File: src/rtl/ds1302_pkg.sv
// ds1302_pkg: shared encodings for the DS1302 command sequencer.
//   op_e      : command op codes carried on cmd_op
//   state_e   : sequencer FSM state encoding
//   WP_*      : write-protect register index and its two payloads
//   FUNC_*    : func_start codes toward the byte-level function layer
package ds1302_pkg;

   typedef enum logic [1:0] {
      OpRead  = 2'b00,
      OpWrite = 2'b01,
      OpScan  = 2'b10,
      OpRsvd  = 2'b11
   } op_e;

   typedef enum logic [2:0] {
      StIdle   = 3'd0,
      StUnprot = 3'd1,
      StXfer   = 3'd2,
      StGap    = 3'd3,
      StProt   = 3'd4,
      StDone   = 3'd5
   } state_e;

   localparam logic [4:0] WP_REG    = 5'd7;
   localparam logic [7:0] WP_OFF    = 8'h00;
   localparam logic [7:0] WP_ON     = 8'h80;
   // Index 31 selects burst mode on the device and must never be addressed.
   localparam logic [4:0] BURST_REG = 5'd31;
   localparam logic [4:0] LAST_REG  = 5'd30;

   localparam logic [1:0] FUNC_IDLE  = 2'b00;
   localparam logic [1:0] FUNC_READ  = 2'b01;
   localparam logic [1:0] FUNC_WRITE = 2'b10;

   // Command byte: {1, ram/clock select, register index, read/write}.
   function automatic logic [7:0] ds_addr(input logic ram, input logic [4:0] reg_idx,
                                          input logic rd);
      return {1'b1, ram, reg_idx, rd};
   endfunction

endpackage

File: src/rtl/ds1302_wdog.sv
// ds1302_wdog: transfer timeout counter.
//   clk, rst_n : clock, asynchronous active-low reset
//   clear      : forces the count back to zero (priority over enable)
//   enable     : counts one per cycle while high
//   expired    : high in the TIMEOUT_CYC-th enabled cycle since the last clear
module ds1302_wdog #(
   parameter int unsigned TIMEOUT_CYC = 4096,
   localparam int unsigned CNT_W = $clog2(TIMEOUT_CYC + 1)
) (
   input  logic clk,
   input  logic rst_n,
   input  logic clear,
   input  logic enable,
   output logic expired
);

   localparam logic [CNT_W-1:0] LAST = CNT_W'(TIMEOUT_CYC - 1);

   logic [CNT_W-1:0] count_q;

   always_ff @(posedge clk or negedge rst_n) begin
      if (!rst_n) begin
         count_q <= '0;
      end else if (clear) begin
         count_q <= '0;
      end else if (enable && (count_q != LAST)) begin
         count_q <= count_q + CNT_W'(1);
      end
   end

   assign expired = enable && (count_q == LAST);

endmodule

File: src/rtl/ds1302_cmd_sequencer.sv
// ds1302_cmd_sequencer: turns register-level commands into byte transfers.
//   cmd_*          : command handshake (valid/ready), op, space, start index, length, payload
//   rd_*           : one pulse per byte read, with its register index
//   cmd_done/err   : completion pulse and status held until the next accept
//   func_start/... : byte-level transfer request toward the function layer
module ds1302_cmd_sequencer
   import ds1302_pkg::*;
#(
   parameter int unsigned AUTO_WP     = 1,
   parameter int unsigned MAX_LEN     = 8,
   parameter int unsigned TIMEOUT_CYC = 4096,
   localparam int unsigned LEN_W = $clog2(MAX_LEN + 1)
) (
   input  logic             clk,
   input  logic             rst_n,
   input  logic             cmd_valid,
   output logic             cmd_ready,
   input  logic [1:0]       cmd_op,
   input  logic             cmd_ram,
   input  logic [4:0]       cmd_reg,
   input  logic [LEN_W-1:0] cmd_len,
   input  logic [7:0]       cmd_wdata,
   output logic             rd_valid,
   output logic [7:0]       rd_data,
   output logic [4:0]       rd_index,
   output logic             cmd_done,
   output logic             cmd_err,
   output logic [1:0]       func_start,
   input  logic             func_done,
   output logic [7:0]       register_addr,
   output logic [7:0]       write_data,
   input  logic [7:0]       read_data
);

   state_e           state_q, state_d;
   state_e           gap_next_q, gap_next_d;   // where the one-cycle GAP leads
   op_e              op_q, op_d;
   logic             ram_q, ram_d;
   logic [4:0]       idx_q, idx_d;
   logic [LEN_W-1:0] cnt_q, cnt_d;             // bytes still to read, including current
   logic [7:0]       wdata_q, wdata_d;
   logic             err_q, err_d;
   logic             rd_valid_q, rd_fire;
   logic [7:0]       rd_data_q;
   logic [4:0]       rd_index_q;
   logic [LEN_W-1:0] eff_len;
   logic             wrap_new, wrap_cur, xfer_active, expired, is_rd;

   // A direct write to the clock-space WP register manages protection itself.
   assign wrap_new = (AUTO_WP != 0) && !(!cmd_ram && (cmd_reg == WP_REG));
   assign wrap_cur = (AUTO_WP != 0) && !(!ram_q && (idx_q == WP_REG));
   assign is_rd    = (op_q != OpWrite);

   always_comb begin
      if (cmd_len == '0) begin
         eff_len = LEN_W'(1);
      end else if (cmd_len > LEN_W'(MAX_LEN)) begin
         eff_len = LEN_W'(MAX_LEN);
      end else begin
         eff_len = cmd_len;
      end
   end

   assign xfer_active = (state_q == StUnprot) || (state_q == StXfer) || (state_q == StProt);

   ds1302_wdog #(
      .TIMEOUT_CYC (TIMEOUT_CYC)
   ) u_wdog (
      .clk     (clk),
      .rst_n   (rst_n),
      .clear   (!xfer_active),
      .enable  (xfer_active),
      .expired (expired)
   );

   always_comb begin
      state_d       = state_q;
      gap_next_d    = gap_next_q;
      op_d          = op_q;
      ram_d         = ram_q;
      idx_d         = idx_q;
      cnt_d         = cnt_q;
      wdata_d       = wdata_q;
      err_d         = err_q;
      func_start    = FUNC_IDLE;
      register_addr = 8'h00;
      write_data    = 8'h00;

      unique case (state_q)
         StIdle: begin
            if (cmd_valid) begin
               op_d    = op_e'(cmd_op);
               ram_d   = cmd_ram;
               idx_d   = cmd_reg;
               wdata_d = cmd_wdata;
               cnt_d   = (cmd_op == OpScan) ? eff_len : LEN_W'(1);
               err_d   = 1'b0;
               if ((cmd_op == OpRsvd) || (cmd_reg == BURST_REG)) begin
                  // Pass through GAP so no transfer is ever requested.
                  err_d      = 1'b1;
                  gap_next_d = StDone;
                  state_d    = StGap;
               end else if ((cmd_op == OpWrite) && wrap_new) begin
                  state_d = StUnprot;
               end else begin
                  state_d = StXfer;
               end
            end
         end
         StUnprot: begin
            func_start    = FUNC_WRITE;
            register_addr = ds_addr(1'b0, WP_REG, 1'b0);
            write_data    = WP_OFF;
            if (func_done) begin
               gap_next_d = StXfer;
               state_d    = StGap;
            end else if (expired) begin
               err_d   = 1'b1;
               state_d = StDone;
            end
         end
         StXfer: begin
            func_start    = is_rd ? FUNC_READ : FUNC_WRITE;
            register_addr = ds_addr(ram_q, idx_q, is_rd);
            write_data    = is_rd ? 8'h00 : wdata_q;
            if (func_done) begin
               state_d = StGap;
               if (!is_rd) begin
                  gap_next_d = wrap_cur ? StProt : StDone;
               end else if (cnt_q <= LEN_W'(1)) begin
                  gap_next_d = StDone;
               end else if (idx_q == LAST_REG) begin
                  err_d      = 1'b1;
                  gap_next_d = StDone;
               end else begin
                  idx_d      = idx_q + 5'd1;
                  cnt_d      = cnt_q - LEN_W'(1);
                  gap_next_d = StXfer;
               end
            end else if (expired) begin
               err_d   = 1'b1;
               state_d = StDone;
            end
         end
         StGap: begin
            state_d = gap_next_q;
         end
         StProt: begin
            func_start    = FUNC_WRITE;
            register_addr = ds_addr(1'b0, WP_REG, 1'b0);
            write_data    = WP_ON;
            if (func_done) begin
               state_d = StDone;
            end else if (expired) begin
               err_d   = 1'b1;
               state_d = StDone;
            end
         end
         StDone: begin
            state_d = StIdle;
         end
         default: begin
            state_d = StIdle;
         end
      endcase
   end

   assign rd_fire = (state_q == StXfer) && is_rd && func_done;

   always_ff @(posedge clk or negedge rst_n) begin
      if (!rst_n) begin
         state_q    <= StIdle;
         gap_next_q <= StIdle;
         op_q       <= OpRead;
         ram_q      <= 1'b0;
         idx_q      <= 5'd0;
         cnt_q      <= '0;
         wdata_q    <= 8'h00;
         err_q      <= 1'b0;
         rd_valid_q <= 1'b0;
         rd_data_q  <= 8'h00;
         rd_index_q <= 5'd0;
      end else begin
         state_q    <= state_d;
         gap_next_q <= gap_next_d;
         op_q       <= op_d;
         ram_q      <= ram_d;
         idx_q      <= idx_d;
         cnt_q      <= cnt_d;
         wdata_q    <= wdata_d;
         err_q      <= err_d;
         rd_valid_q <= rd_fire;
         if (rd_fire) begin
            rd_data_q  <= read_data;
            rd_index_q <= idx_q;
         end
      end
   end

   assign cmd_ready = (state_q == StIdle);
   assign cmd_done  = (state_q == StDone);
   assign cmd_err   = err_q;
   assign rd_valid  = rd_valid_q;
   assign rd_data   = rd_data_q;
   assign rd_index  = rd_index_q;

endmodule

File: config.mk
export PLATFORM = sky130hd
export DESIGN_NAME = ds1302_cmd_sequencer
export DESIGN_NICKNAME = d
export VERILOG_FILES = /design/src/rtl/ds1302_pkg.sv /design/src/rtl/ds1302_wdog.sv /design/src/rtl/ds1302_cmd_sequencer.sv
export SDC_FILE = /design/constraint.sdc
export NUM_CORES = 1
export LEC_CHECK = 0
export CAP_MARGIN = 20
export CORE_MARGIN = 4
export CORE_UTILIZATION = 51
export DETAILED_ROUTE_END_ITERATION = 16
export PLACE_DENSITY = 0.82
export SLEW_MARGIN = 10
export SYNTH_ARGS = -nofsm -noshare
export SYNTH_HDL_FRONTEND = slang
export SYNTH_SLANG_ARGS = --single-unit
File: constraint.sdc
create_clock -name clk -period 2.42 [get_ports clk]
set_input_delay 0.363 -clock clk [delete_from_list [all_inputs] [get_ports clk]]
set_output_delay 0.363 -clock clk [all_outputs]
set_load 0.01 [all_outputs]
==> impl_metrics.csv, run 1 <==
group,metric,value,unit
synth,netlist-cell-type-count,59,
worst_setup_path,reg2reg_to,"idx_q[1]",
floorplanning,die_h,85.8,µm
floorplanning,initial_core_util,0.524,
cells_and_area,final_nets,465,
worst_setup_path,required,2.06,ns
timing,finClkSkew,0.00638,ns
grt,gr-total-overflow,0,
worst_setup_path,reg2regPathDepth,5,
synth,synth.avg_cell_area,8.74,µm²
cells_and_area,area_growth,30.3,%
flow_run,maxCapViolations,0,
clock_network,clock_latency,0.31,ns
clock_network,root_buffer,"clkbuf_8",
grt,grtUsageTotal,0.226,
power_and_ir_drop,ir_drop,817,µV
status,status,"finished, final reports clean",
clock_network,htreeDepth,2,
routing,viasPerCell,5.70,
timing,min_period,2.33,ns
routing,drt-wirelength-per-cell,15.9,µm
cells_and_area,diodes,0,
placement,hpwl,5930,µm
timing,hold_viol,0,
cells_and_area,layout_common_cells,"nand2_1 (86), clkdlybuf4s50_1 (63), dfrtp_1 (51)",
routing,drt_iter0_markers,204,
routing,drc,0,
synth,syn_nets,390,
synth,synth_area,0.00308,mm²
placement,io_buffers,66,
cells_and_area,final_common_cell,"nand2_1",
timing,max_freq,0.428,GHz
clock_network,clock_sinks,54,
clock_network,clk_path_buf_depth,2,
clock_network,path_clk_slew,0.10,ns
floorplanning,ioPinCount,67,
synth,synth_cells,353,
grt,antenna_found_initial,0,
grt,grt_max_degree,45,
hold_path,hold_class,"primary input to asynchronous set/reset pin",
timing,finalSetupViolations,0,
worst_setup_path,start_kind,"flip-flop",
timing,slew_headroom,0.616,
synth,ys_ff_latch,54,
synth,synth_flop_cell,"dfrtp_1",
routing,drt-total-wl,8020,µm
timing,worst_slew_pin_slew,0.571,ns
routing,via_count,2873,
worst_setup_path,reg2reg_slack,0.42,ns
timing,fin_tns_setup,0,ns
clock_network,cts_tree,"built",
grt,grt_pass1_vias,2846,
synth,async_flop_share,1.00,
floorplanning,fp.dieArea,0.00736,mm²
worst_setup_path,endpoint_kind,"primary output",
worst_setup_path,path_max_fanout,8,
placement,gp_congestion,0.876,
floorplanning,core,0.00589,mm²
clock_network,cts_buffers,5,
timing,rsz0062_at_grt,"false",
floorplanning,die_x,85.8,µm
worst_setup_path,crit_type,"flip-flop to primary output",
routing,dr.pass1.iters,4,
worst_setup_path,critPathArrivalTime,1.97,ns
timing,finalCritPeriodShare,0.964,
routing,antenna_left,0,
synth,yosysSeqAreaShare,0.438,
timing,timing.hold.ws,0.443,ns
timing,slew_violations,0,
cells_and_area,final_layout_size_suffix_gt1_frac,0.117,
power_and_ir_drop,power_density,1200,mW/mm²
floorplanning,row_count,28,
power_and_ir_drop,leakage,1.80,nW
grt,grt_pass1_wl,13300,µm
synth,yosysWarnings,0,
cells_and_area,n_fill_cell,483,
worst_setup_path,r2r-start,"state_q[2]",
synth,synth-edff-count,0,
worst max-delay path, cell delays in order, from the launching register on:
cell and delay [ns]:
dfrtp_2 0.50, or3b_1 0.44, nor2_2 0.16, clkdlybuf4s50_1 0.55
state kept, by name, summed over array words and instances (netlist names), 2 cells and up:
signal	flops
rd_index	5
u_wdog.count_q	13
gap_next_q	3
wdata_q	8
state_q	3
idx_q	5
op_q	2
rd_data	8
cnt_q	4
how the worst max path moves through the flow:
stage                    start  slack, ns          endpoint
finish              state_q[2]       0.09  register_addr[0]
global route        state_q[2]      0.003  register_addr[4]
detailed placement   func_done       0.29          idx_q[1]
CTS                 state_q[0]       0.02  register_addr[0]
global placement     func_done       0.31          idx_q[1]
floorplan           state_q[0]       0.43  register_addr[0]
cell usage after synthesis, types with 4 or more instances:
library cell / n / area [µm²]
nand2_1: 86 / 323
dfrtp_1: 54 / 1350
nor2_1: 17 / 63.8
a21oi_1: 16 / 80.1
nand3_1: 16 / 80.1
inv_1: 12 / 45.0
o211ai_1: 12 / 90.1
nor3_1: 11 / 55.1
buf_2: 10 / 50.1
and3_1: 9 / 56.3
mux2i_1: 9 / 90.1
a211oi_1: 8 / 60.1
clkbuf_1: 6 / 22.5
o21ai_0: 6 / 30.0
ha_1: 5 / 62.6
a21o_1: 4 / 30.0
and2_1: 4 / 25.0
nand2b_1: 4 / 25.0
or4_1: 4 / 30.0
through the flow:
stage	cell area (µm²)	setup WS [ns]	power [mW]	cells	utilization
global placement	3850	0.310	4.07	489	0.654
global route	4020	0.00262	5.20	504	0.683
detailed placement	3850	0.291	4.16	489	0.654
floorplan	3080	0.430	3.09	353	-
finish	4020	0.0863	4.82	504	0.683
CTS	3960	0.0223	4.69	498	0.673
where the power goes:
part / switching, mW / total [mW] / internal, mW
sequential: 0.312 / 1.55 / 1.24
combinational: 1.41 / 2.74 / 1.33
clock: 0.314 / 0.524 / 0.209
total: 2.04 / 4.82 / 2.78
cell type report:
class / instances / area [µm²] / area share
Tap cell: 75 / 93.8 / 0.0233
Inverter: 14 / 52.6 / 0.0131
Multi-Input combinational cell: 266 / 1600 / 0.399
Timing Repair Buffer: 87 / 821 / 0.204
Clock inverter: 3 / 25.0 / 0.00622
Clock buffer: 5 / 68.8 / 0.0171
Sequential cell: 54 / 1360 / 0.337
per-layer routing:
metal	share of wire	wire length, µm	global-route usage
met1	0.43	3470	0.297
met5	0	0	0
met2	0.50	3990	0.372
met3	0.049	394	0.0413
met4	0.020	157	0.0849
cell families (layout without fill, tap and decap cells):
logic type                 count (synthesis)  after routing  synth area share
buffers and inverters                     33            109            0.0454
muxes                                     12             12            0.0402
xor gates and xnor gates                   4              4            0.0138
and+or+nand+nor                          176            176             0.279
DFF                                       54             54             0.438
AOI/OAI and AO/OA                         69             69             0.163
adders and majority gates                  5              5            0.0203
what timing repair did:
item | 4_1_cts | 5_1_grt
setup endpoints to repair | 10 | 13
hold endpoints to repair | 10 | 0
gates resized for setup | 4 | 5
hold buffers | 1 | 0
setup buffers | 0 | 6
pin swaps | 0 | 1
Power figures use the tool's default switching activity.
==> run 2, diff against run 1 <==
--- a/config.mk
+++ b/config.mk
@@ -6,11 +6,12 @@
 export NUM_CORES = 1
 export LEC_CHECK = 0
 export CAP_MARGIN = 20
-export CORE_MARGIN = 4
+export CORE_MARGIN = 2
 export CORE_UTILIZATION = 51
 export DETAILED_ROUTE_END_ITERATION = 16
-export PLACE_DENSITY = 0.82
+export PLACE_DENSITY = 0.83
 export SLEW_MARGIN = 10
 export SYNTH_ARGS = -nofsm -noshare
 export SYNTH_HDL_FRONTEND = slang
+export SYNTH_HIERARCHICAL = 1
 export SYNTH_SLANG_ARGS = --single-unit
==> impl_metrics.csv, run 2 <==
group,metric,value,unit
timing,worst_slew_pin_slew,0.544,ns
worst_setup_path,path_max_fanout,4,
synth,synth_xor_area_frac,0,
placement,io_buffers,66,
clock_network,path_clk_slew,0.10,ns
cells_and_area,n_fill_cell,418,
grt,grtUsageTotal,0.239,
synth,synth_simple_gate_area_share,0.207,
grt,grt_pass1_vias,2582,
synth,synth_area_leader_cell,"dfrtp_1",
timing,hold_viol,0,
synth,synth_flop_cell,"dfrtp_1",
cells_and_area,final_common_cell,"dfrtp_1",
grt,grt_pass1_wl,12100,µm
routing,drt-wirelength-per-cell,16.1,µm
floorplanning,core,0.00561,mm²
worst_setup_path,reg2reg_slack,0.007,ns
floorplanning,initial_core_util,0.535,
routing,antenna_left,0,
power_and_ir_drop,leakage,1.79,nW
synth,synth_area,0.00300,mm²
routing,dr.pass1.iters,4,
power_and_ir_drop,p_comb_frac,0.572,
timing,timing.hold.ws,0.0122,ns
synth,synth-edff-count,0,
flow_run,maxCapViolations,0,
cells_and_area,regMostFlops,"u_wdog/count_q",
clock_network,cts_tree,"built",
clock_network,clk_path_buf_depth,2,
synth,synth_compound_area_frac,0.164,
cells_and_area,diodes,0,
synth,netlist-cell-type-count,57,
floorplanning,ioPinCount,67,
power_and_ir_drop,ir_drop,527,µV
timing,finClkSkew,0.00463,ns
timing,max_freq,0.414,GHz
power_and_ir_drop,power_density,1180,mW/mm²
synth,synth.most_common_cell,"dfrtp_1",
timing,min_period,2.41,ns
cells_and_area,utilization,0.730,
cells_and_area,layout_common_cells,"dfrtp_1 (52), clkdlybuf4s50_1 (51), buf_4 (33)",
worst_setup_path,r2r-start,"state_q[0]",
grt,gr-total-overflow,0,
power_and_ir_drop,p_int,2.93,mW
floorplanning,die_x,80.7,µm
synth,synth_cells,303,
routing,via_count,2694,
worst_setup_path,reg2regPathDepth,11,
floorplanning,die_h,80.7,µm
routing,drc,0,
timing,slew_headroom,0.638,
placement,gp_congestion,0.895,
synth,synthTopCellsByArea,"dfrtp_1 (45%), mux2_2 (10%), a21oi_1 (4.8%)",
worst_setup_path,crit_type,"flip-flop to flip-flop",
floorplanning,fp.dieArea,0.00651,mm²
synth,async_flop_share,1.00,
worst_setup_path,required,2.63,ns
status,status,"finished, final reports clean",
power_and_ir_drop,sequentialPowerShare,0.318,
routing,drt-total-wl,7590,µm
cells_and_area,area_growth,36.4,%
timing,finalCritPeriodShare,0.997,
timing,slew_violations,0,
clock_network,clock_latency,0.32,ns
worst_setup_path,critPathArrivalTime,2.63,ns
routing,drt_iter0_markers,106,
synth,yosysSeqAreaShare,0.450,
clock_network,clock_sinks,54,
hold_path,hold_class,"primary input to asynchronous set/reset pin",
synth,synth_common_cells,"dfrtp_1 (54), a21oi_1 (29), mux2_2 (27)",
synth,yosysWarnings,6,
power_and_ir_drop,p_sw_frac,0.394,
timing,finalSetupViolations,0,
worst_setup_path,reg2reg_to,"state_q[1]",
timing,rsz0062_at_grt,"true",
synth,syn_nets,340,
clock_network,root_buffer,"clkbuf_8",
cells_and_area,largest_reg_flops,13,
synth,synth_top_area_frac,0.450,
synth,synth_top_family_by_area,"simple AND/OR/NAND/NOR gates",
floorplanning,row_count,27,
cells_and_area,postLayoutCellArea,0.00409,mm²
synth,ys_ff_latch,54,
placement,hpwl,5420,µm
synth,synthAdderAreaFrac,0.0208,
grt,grt_max_degree,25,
clock_network,htreeDepth,2,
power_and_ir_drop,clockPowerShare,0.111,
routing,viasPerCell,5.73,
power_and_ir_drop,power.switching,1.90,mW
worst_setup_path,endpoint_kind,"flip-flop",
grt,antenna_found_initial,0,
placement,placed_area,0.00386,mm²
cells_and_area,final_layout_size_suffix_gt1_frac,0.266,
cells_and_area,final_nets,434,
synth,synth_mux_area_frac,0.111,
clock_network,cts_buffers,5,
synth,synth.avg_cell_area,9.91,µm²
worst_setup_path,start_kind,"flip-flop",
==> run 2: cell count changes after synthesis, moves of 4 or more <==
cell	previous run	this run
a211oi_1	8	1
a21o_1	4	0
a21oi_1	16	29
and2_1	4	10
and3_1	9	1
mux2_2	3	27
mux2i_1	9	3
nand2_1	86	19
nand3_1	16	12
nor3_1	11	6
o211ai_1	12	1
o21ai_0	6	17
==> run 2: timing repair <==
| action | CTS | global route |
|---|---|---|
| hold buffers | 0 | 0 |
| pin swaps | 3 | 3 |
| endpoints found under the hold margin | 0 | 0 |
| resized for setup | 19 | 15 |
| cloned | 1 | 0 |
| setup endpoints to repair | 13 | 14 |
| setup buffers | 5 | 8 |
==> run 2: kinds of logic (layout without fill, tap and decap cells) <==
family	Yosys count	count (layout)
mux	30	30
compound gates	78	78
fa+ha+maj	5	5
buf+inv	29	123
flops	54	54
simple gates	107	108
==> run 2: how the worst max path moves through the flow <==
| stage | start | slack (ns) | depth (start not counted) | endpoint |
|---|---|---|---|---|
| 3_5_place_dp | state_q[0] | -0.005 | 5 | write_data[4] |
| 6_report | state_q[0] | 0.007 | 11 | state_q[1] |
| 2_1_floorplan | state_q[1] | -0.34 | 14 | state_q[1] |
| 4_1_cts | state_q[0] | 0.03 | 11 | state_q[1] |
| 5_1_grt | state_q[0] | -0.1 | 11 | state_q[1] |
| 3_3_place_gp | state_q[0] | 0.05 | 11 | state_q[1] |
==> run 2: final cells by class <==
class / count / area, µm² / share of cell area
clock inverters: 3 / 26.3 / 0.00642
flip-flops and latches: 54 / 1350 / 0.331
multi-input cells: 221 / 1570 / 0.383
well taps: 72 / 90.1 / 0.0220
clock buffers: 5 / 68.8 / 0.0168
repair buffers: 102 / 935 / 0.228
inverters: 13 / 51.3 / 0.0125
==> run 2: metrics by stage <==
step / setup TNS (ns) / cells / power (mW) / setup slack [ns]
after global placement: 0 / 448 / 3.99 / 0.0454
final: 0 / 470 / 4.83 / 0.00653
after CTS: 0 / 462 / 4.71 / 0.0274
after global routing: -0.104 / 470 / 5.15 / -0.0973
after detailed placement: -0.00463 / 448 / 4.08 / -0.00463
after floorplan: -0.619 / 303 / 3.07 / -0.340
==> run 2: worst max-delay path: stages, from the launching register on <==
cell,delay [ns]
dfrtp_1,0.43
or3b_4,0.41
and2_4,0.18
inv_4,0.05
nand2_2,0.05
or3_4,0.35
nor3_4,0.14
or3b_4,0.40
o21ai_1,0.08
nor2_1,0.05
a31oi_1,0.13
nor2_1,0.05
==> run 2: power by group through the flow <==
| stage | clock network (mW) | logic (mW) | registers [mW] |
|---|---|---|---|
| 2_1_floorplan | 0 | 1.55 | 1.52 |
| 3_3_place_gp | 0 | 2.48 | 1.51 |
| 3_5_place_dp | 0 | 2.55 | 1.53 |
| 4_1_cts | 0.540 | 2.64 | 1.52 |
| 5_1_grt | 0.589 | 2.98 | 1.58 |
| 6_report | 0.534 | 2.76 | 1.53 |
==> run 2: routing by layer <==
metal  GRT usage  vias up  wire length (µm)
li1            -     1278                 -
met4      0.0814        0               171
met2       0.405      104              3700
met3      0.0517       20               491
met5           0        -                 0
met1       0.302     1292              3230
==> run 3, diff against run 2 <==
--- a/config.mk
+++ b/config.mk
@@ -8,6 +8,7 @@
 export CAP_MARGIN = 20
 export CORE_MARGIN = 2
 export CORE_UTILIZATION = 51
+export CTS_CLUSTER_SIZE = 25
 export DETAILED_ROUTE_END_ITERATION = 16
 export PLACE_DENSITY = 0.83
 export SLEW_MARGIN = 10
==> results of run 3 <==
The final DEF is identical to that of run 2; final timing and power are the same.
